[src/rtl/musa_if_pkg.sv]
// Shared MUSA IF-stage definitions: PC width, return-address stack sizing
// and the PC select mux source encodings.
package musa_if_pkg;

  localparam int PC_WIDTH      = 32;
  localparam int RAS_DEPTH     = 16;
  localparam int RAS_PTR_WIDTH = 4;

  typedef enum logic [1:0] {
    PC_SRC_STACK  = 2'b00,
    PC_SRC_SEQ    = 2'b01,
    PC_SRC_BRANCH = 2'b10,
    PC_SRC_JUMP   = 2'b11
  } pc_src_e;

endpackage

[src/rtl/pc_stack_ram.sv]
// Return-address storage: register array with one synchronous write port
// and one asynchronous read port. Contents survive reset.
module pc_stack_ram
  import musa_if_pkg::*;
#(
  parameter int DATA_WIDTH = PC_WIDTH,
  parameter int DEPTH      = RAS_DEPTH,
  parameter int PTR_WIDTH  = RAS_PTR_WIDTH
) (
  input  logic                  clk,
  input  logic                  we,
  input  logic [PTR_WIDTH-1:0]  waddr,
  input  logic [DATA_WIDTH-1:0] wdata,
  input  logic [PTR_WIDTH-1:0]  raddr,
  output logic [DATA_WIDTH-1:0] rdata
);

  logic [DATA_WIDTH-1:0] mem_q [DEPTH];

  always_ff @(posedge clk) begin
    if (we) mem_q[waddr] <= wdata;
  end

  assign rdata = mem_q[raddr];

endmodule

[src/rtl/pc_stack.sv]
// Return-address stack for the IF stage: pointer and sticky error flag
// logic around pc_stack_ram, with top_data forced to zero while empty.
module pc_stack
  import musa_if_pkg::*;
#(
  parameter int DATA_WIDTH = PC_WIDTH,
  parameter int DEPTH      = RAS_DEPTH,
  parameter int PTR_WIDTH  = RAS_PTR_WIDTH
) (
  input  logic                  clk,
  input  logic                  rst_n,
  input  logic                  stall,
  input  logic                  push,
  input  logic                  pop,
  input  logic [DATA_WIDTH-1:0] push_data,
  input  logic                  clear_err,
  output logic [DATA_WIDTH-1:0] top_data,
  output logic [PTR_WIDTH:0]    count,
  output logic                  empty,
  output logic                  full,
  output logic                  overflow,
  output logic                  underflow
);

  localparam logic [PTR_WIDTH:0]   FULL_COUNT = (PTR_WIDTH + 1)'(DEPTH);
  localparam logic [PTR_WIDTH:0]   COUNT_ONE  = (PTR_WIDTH + 1)'(1);
  localparam logic [PTR_WIDTH-1:0] IDX_ONE    = PTR_WIDTH'(1);

  logic [PTR_WIDTH:0]    count_q, count_d;
  logic                  overflow_q, overflow_d;
  logic                  underflow_q, underflow_d;
  logic                  isEmpty, isFull;
  logic                  ramWe;
  logic [PTR_WIDTH-1:0]  ramWaddr;
  logic [PTR_WIDTH-1:0]  topIdx;
  logic [DATA_WIDTH-1:0] ramRdata;
  logic                  ovfSet, unfSet;

  assign isEmpty = (count_q == '0);
  assign isFull  = (count_q == FULL_COUNT);
  // Low bits of count-1 wrap correctly for count==DEPTH; count==0 is masked below.
  assign topIdx  = count_q[PTR_WIDTH-1:0] - IDX_ONE;

  always_comb begin
    count_d  = count_q;
    ramWe    = 1'b0;
    ramWaddr = count_q[PTR_WIDTH-1:0];
    ovfSet   = 1'b0;
    unfSet   = 1'b0;
    if (!stall) begin
      if (push && pop) begin
        ramWe = 1'b1;
        if (isEmpty) begin
          count_d = COUNT_ONE;
          unfSet  = 1'b1;
        end else begin
          ramWaddr = topIdx;
        end
      end else if (push) begin
        if (isFull) begin
          ovfSet = 1'b1;
        end else begin
          ramWe   = 1'b1;
          count_d = count_q + COUNT_ONE;
        end
      end else if (pop) begin
        if (isEmpty) unfSet = 1'b1;
        else         count_d = count_q - COUNT_ONE;
      end
    end
  end

  // A freshly raised error takes priority over a same-edge clear.
  always_comb begin
    overflow_d  = overflow_q;
    underflow_d = underflow_q;
    if (!stall) begin
      overflow_d  = ovfSet | (overflow_q  & ~clear_err);
      underflow_d = unfSet | (underflow_q & ~clear_err);
    end
  end

  always_ff @(posedge clk or negedge rst_n) begin
    if (!rst_n) begin
      count_q     <= '0;
      overflow_q  <= 1'b0;
      underflow_q <= 1'b0;
    end else begin
      count_q     <= count_d;
      overflow_q  <= overflow_d;
      underflow_q <= underflow_d;
    end
  end

  pc_stack_ram #(
    .DATA_WIDTH (DATA_WIDTH),
    .DEPTH      (DEPTH),
    .PTR_WIDTH  (PTR_WIDTH)
  ) u_ram (
    .clk   (clk),
    .we    (ramWe),
    .waddr (ramWaddr),
    .wdata (push_data),
    .raddr (topIdx),
    .rdata (ramRdata)
  );

  assign top_data  = isEmpty ? '0 : ramRdata;
  assign count     = count_q;
  assign empty     = isEmpty;
  assign full      = isFull;
  assign overflow  = overflow_q;
  assign underflow = underflow_q;

endmodule

[config.mk]
export PLATFORM = sky130hd
export DESIGN_NAME = pc_stack
export DESIGN_NICKNAME = d
export VERILOG_FILES = /design/src/rtl/musa_if_pkg.sv /design/src/rtl/pc_stack_ram.sv /design/src/rtl/pc_stack.sv
export SDC_FILE = /design/constraint.sdc
export NUM_CORES = 1
export LEC_CHECK = 0
export BUFFER_PORTS_ARGS = -buffer_cell sky130_fd_sc_hd__buf_2
export CAP_MARGIN = 30
export CORE_MARGIN = 2
export CORE_UTILIZATION = 30
export CTS_BUF_LIST = sky130_fd_sc_hd__clkbuf_8
export DETAILED_ROUTE_END_ITERATION = 12
export GPL_ROUTABILITY_DRIVEN = 0
export MAX_ROUTING_LAYER = met4
export PLACE_DENSITY = 0.47
export SLEW_MARGIN = 20
export SYNTH_ARGS = -nofsm -noshare
export SYNTH_HDL_FRONTEND = slang
export SYNTH_SLANG_ARGS = --single-unit
[constraint.sdc]
create_clock -name clk -period 7.9 [get_ports clk]
set_clock_uncertainty 0.15 [all_clocks]
set_input_delay 1.185 -clock clk [delete_from_list [all_inputs] [get_ports clk]]
set_output_delay 1.185 -clock clk [all_outputs]
set_load 0.005 [all_outputs]
Word level (Yosys, flattened, before mapping)
Memory sizes are Yosys's and may differ from the RTL's.
Index checks and enable logic that the tools add are counted.
{"block": "op_classes", "n_addsub": 3, "n_mul": 0, "n_div": 0, "order_cmp": 0, "eq_ne": 4, "shifts": 0, "mux": 25, "n_bitwise": 6, "reduce_logical": 4}
{"cell": "two-way mux 32 bit", "count": 1}
{"cell": "two-way mux 5 bit", "count": 6}
{"cell": "two-way mux 1 bit", "count": 15}
{"cell": "two-way mux 4 bit", "count": 3}
{"cell": "inequality test 3 x 2 -> 1 bit, second input constant", "count": 2}
{"cell": "adder 5 x 1 -> 5 bit, second input constant", "count": 1}
{"cell": "equality test 5 bit, second input constant", "count": 1}
{"cell": "logical NOT 5 bit", "count": 1}
{"cell": "AND reduction 5 bit", "count": 1}
{"cell": "subtractor 5 x 1 -> 5 bit, second input constant", "count": 1}
{"cell": "subtractor 4 x 1 -> 4 bit, second input constant", "count": 1}
{"cell": "nonzero test 3 bit", "count": 1}
{"cell": "AND 1 bit", "count": 2}
{"cell": "inequality test 2 bit, second input constant", "count": 1}
{"cell": "NOT 1 bit", "count": 2}
{"cell": "OR 1 bit", "count": 2}
{"cell": "logical AND 1 bit", "count": 1}
{"block": "word_totals", "regBits": 7, "latch_bits": 0, "mem_bits_rw": 512, "romBits": 0, "input_bits": 38, "out_inout_bits": 41, "mem_count": 1}
{"memory": "u_ram.mem_q", "words": 16, "word_bits": 32, "read_ports": 1, "rd_ports_with_merged_regs": 0, "wr": 1, "line_no": "pc_stack_ram.sv:18", "source": "logic [DATA_WIDTH-1:0] mem_q [DEPTH];"}

Longest topological paths before layout
{"block": "depth", "word_depth": 7, "depth_mapped": 10, "depth_no_buf": 7}

By module
From an unflattened synthesis, not the netlist that was laid out.
{"block": "hier_totals", "hier_cells": 910, "area_unflattened_um2": 20060.5}
{"mod": "pc_stack_ram", "n_inst": 1, "cells_each": 806, "area_each_um2": 19213.4}
{"mod": "pc_stack", "n_inst": 1, "cells_each": 104, "area_each_um2": 847.1}

Worst setup path before layout
OpenSTA, ideal clock, no wires.
{"block": "synth_path", "kind": "register -> register", "from": "register count_q[0] (netlist: count[0])", "to": "memory u_ram.mem_q[3][0] (netlist bit), enable pin", "setup_ns": 0.502, "arrival_time_ns": 5.208, "required_ns": 7.248, "setup_slack_ns": 2.040, "stages_incl_launch_ff": 11, "synth_period_minus_slack_ns": 5.860, "path_cell_list": "dfrtp_1 > buf_6 > buf_2 > inv_1 > ha_1 > or4b_1 > clkbuf_1 > inv_2 > nor3_1 > a21o_1 > nor4_1"}
{"block": "synth_via", "elab_cells_between_ends": 12, "classes_between": "add/sub (1); eq/ne (1); mux (9); reduce/logical (1)"}
{"item": "start: declaration", "line_no": "pc_stack.sv:29", "source": "logic [PTR_WIDTH:0] count_q, count_d;"}
{"item": "start signal: assignment", "line_no": "pc_stack.sv:89", "source": "count_q <= count_d;"}
{"item": "logical NOT 5 bit", "line_no": "pc_stack.sv:39", "source": "assign isEmpty = (count_q == '0);"}
{"item": "named net empty", "line_no": "pc_stack.sv:19", "source": "output logic empty,"}
{"item": "two-way mux 4 bit", "line_no": "pc_stack.sv:53", "source": "if (isEmpty) begin"}
{"item": "two-way mux 4 bit", "line_no": "pc_stack.sv:51", "source": "if (push && pop) begin"}
{"item": "two-way mux 4 bit", "line_no": "pc_stack.sv:50", "source": "if (!stall) begin"}
{"item": "end: declaration", "line_no": "pc_stack_ram.sv:18"}
The timed path passes the listed nets, and every way through them passes these cells.

Worst setup path in the final report
{"block": "layout_path", "from": "register count_q[0] (netlist: count[0])", "to": "output top_data[23]"}
{"block": "layout_via", "elab_chain_len": 3, "elab_cells_between_ends": 4, "classes_between": "add/sub (1); mux (1); reduce/logical (1); memory (1)"}
{"item": "subtractor 4 x 1 -> 4 bit", "line_no": "pc_stack.sv:42", "source": "assign topIdx = count_q[PTR_WIDTH-1:0] - IDX_ONE;"}
{"item": "memory read (16 x 32 bit)"}
{"item": "two-way mux 32 bit *", "line_no": "pc_stack.sv:108", "source": "assign top_data = isEmpty ? '0 : ramRdata;"}
{"item": "end: declaration", "line_no": "pc_stack.sv:17", "source": "output logic [DATA_WIDTH-1:0] top_data,"}
Mark *: on every way between the ends. The rest lies on a longest branch, timed or not.

==> results.json <==
{
  "drtIter0Drc": 535,
  "synth-edff-count": 512,
  "mostFrequentLayoutCell": "edfxtp_1",
  "antenna_left": 0,
  "drt_wl_total_um": 48400,
  "hold_class": "primary input to asynchronous set/reset pin",
  "irDropWorstVdd_mv": 0.364,
  "fin_crit_ps": 5230,
  "yosys.area.top_type": "edfxtp_1",
  "die_w_um": 263,
  "grt_overflow": 0,
  "root_buffer": "clkbuf_8",
  "reg2reg_depth": 7,
  "ys.flop_type": "edfxtp_1",
  "setup_tns_ps": 0,
  "fillCellCount": 6195,
  "synth_cell_types": 44,
  "max-cap-violations": 0,
  "syn-cell-area_sq_um": 20100,
  "cts_tree": "built",
  "r2r_end": "u_ram.mem_q[13][21]",
  "relSlewSlack": 0.312,
  "status": "finished, final reports clean",
  "path_class": "register to output pin",
  "vias_per_cell": 4.88,
  "final-hold-violation-count": 0,
  "critPathCaptureType": "output pin",
  "h-tree-depth": 3,
  "path_max_fanout": 30,
  "grt_pass1_wl_um": 71200,
  "synth_seq_cells": 519,
  "die_h_um": 263,
  "synthArstFlopShare": 0.0135,
  "design_area_sq_um": 23400,
  "rsz0062_at_grt": "no",
  "setup_ws_ps": 2670,
  "grt_pass1_vias": 10200,
  "hold_buffers": 0,
  "initial_core_util": 0.304,
  "grt_use_total": 0.145,
  "clkTransAtPathRegs_ps": 60,
  "place_area_sq_um": 21800,
  "ios": 79,
  "antenna_found_initial": 4,
  "r2r_start": "count[0]",
  "power_leakage_uw": 0.00756,
  "power.total_uw": 8310,
  "post-place-ws_ps": 3060,
  "arrival_ps": 3900,
  "grt_start_max_net_pins": 113,
  "fp.coreArea_sq_um": 66100,
  "cp-start-kind": "register",
  "dp.cells": 1804,
  "cts_made_buffers": 88,
  "cts.sinks": 519,
  "post_cts_resized": 0,
  "port_buffers": 78,
  "synth_top_area_frac": 0.764,
  "wl_per_cell_um": 24.7,
  "final_cell_mix": "edfxtp_1, mux4_2, clkbuf_8",
  "final_nets": 1076,
  "fp-row-count": 94,
  "crit_path_start": "count[0]",
  "final-instance-count-excl-fill": 1957,
  "synth_fp_nets": 926,
  "finalSetupViolations": 0,
  "fmax_ghz": 0.191,
  "synthCells": 882,
  "synth_seq_area_share": 0.773,
  "post-cts-setup-buffers": 0,
  "drt_pass1_iterations": 5,
  "worst_slew_pin_slew_ps": 1030,
  "clockBufferDepth": 3,
  "via_count": 9549,
  "drc_errors": 0,
  "dpl.hpwl_um": 24300,
  "pwr_density_cell_nw_per_um2": 355,
  "drv_slew": 0,
  "area_growth_pct": 16.2,
  "avgSynthCellArea_sq_um": 22.8,
  "required_ps": 6570,
  "yosys_warnings": 0,
  "drive_above_1_share": 0.336,
  "rrSetupSlack_ps": 3740,
  "clock_latency_ps": 640,
  "synth_area_leaders": "edfxtp_1, mux4_2, mux2i_1",
  "die_area_sq_um": 69100,
  "min_period_over_period": 0.662,
  "endpoint": "top_data[23]"
}
==> layer usage <==
metal	global-route usage	wire length, um	up-vias
met2	0.227	23100	230
met4	0.0426	752	0
met5	-	0	-
li1	-	-	4094
met1	0.195	22300	5170
met3	0.0276	2230	55
==> synthesized netlist by cell type, types with 2 or more instances <==
library cell / count
a21o_1: 4
nand3b_1: 2
clkbuf_1: 32
nand2b_1: 4
and4_1: 2
mux2i_1: 67
nor3_1: 9
buf_2: 11
a21oi_1: 6
mux4_2: 128
nand3_1: 2
edfxtp_1: 512
o31ai_1: 2
or3_1: 2
nor4_1: 12
ha_1: 5
a31oi_1: 4
xnor2_1: 2
buf_1: 4
dfrtp_1: 7
inv_1: 5
o21ai_0: 2
o22ai_1: 32
nand2_1: 6
==> area by class of cell <==
| type | count | area, sq um | area share |
|---|---|---|---|
| flip-flops and latches | 519 | 15600 | 0.665 |
| multi-input cells | 308 | 4460 | 0.191 |
| clock buffers | 90 | 1240 | 0.0530 |
| well taps | 864 | 1080 | 0.0463 |
| repair buffers | 109 | 681 | 0.0291 |
| clock inverters | 58 | 325 | 0.0139 |
| inverters | 6 | 22.5 | 0.000964 |
| diodes | 3 | 7.51 | 0.000321 |
==> cells by family (layout without fill, tap and decap cells) <==
kind of cell,count (synthesis),count (layout),synth area share
mux,196,196,0.177
flops,519,519,0.773
fa+ha+maj,6,6,0.00411
simple gates,47,47,0.0142
buf+inv,55,263,0.0115
other cells,0,3,0
compound gates,56,56,0.0183
xor+xnor,3,3,0.00168
==> worst min path at each step <==
| stage | from | end | slack, ps | depth (start not counted) |
|---|---|---|---|---|
| 2_1_floorplan | overflow | overflow | 320 | 2 |
| 3_3_place_gp | overflow | overflow | 320 | 2 |
| 3_5_place_dp | underflow | underflow | 340 | 2 |
| 4_1_cts | rst_n | count[1] | 180 | 1 |
| 5_1_grt | rst_n | count[2] | 200 | 1 |
| 6_report | rst_n | count[1] | 240 | 1 |
==> state kept, by name, summed over array words and instances, names as in the netlist <==
name	flops
u_ram.mem_q	512
count	5
overflow	1
underflow	1
==> stage by stage <==
stage / hold WS [ps] / util
after floorplan: 320 / -
after global placement: 324 / 0.329
after detailed placement: 344 / 0.329
after CTS: 180 / 0.353
after global routing: 199 / 0.354
final: 236 / 0.354
==> worst max-delay path, cell delays in order (launching register included) <==
cell and delay, ps:
dfrtp_4 670, buf_4 660, buf_4 530, buf_12 280, mux4_2 520, mux2i_1 180, o22ai_1 140, buf_2 170
==> power breakdown <==
part | leakage [uW] | internal (uW) | switching (uW) | total, uW
sequential | 0.00470 | 3170 | 75.3 | 3240
clock | 0.000880 | 1150 | 1040 | 2190
combinational | 0.00198 | 1290 | 1590 | 2870
No activity file was read; power rests on OpenSTA's default activity.
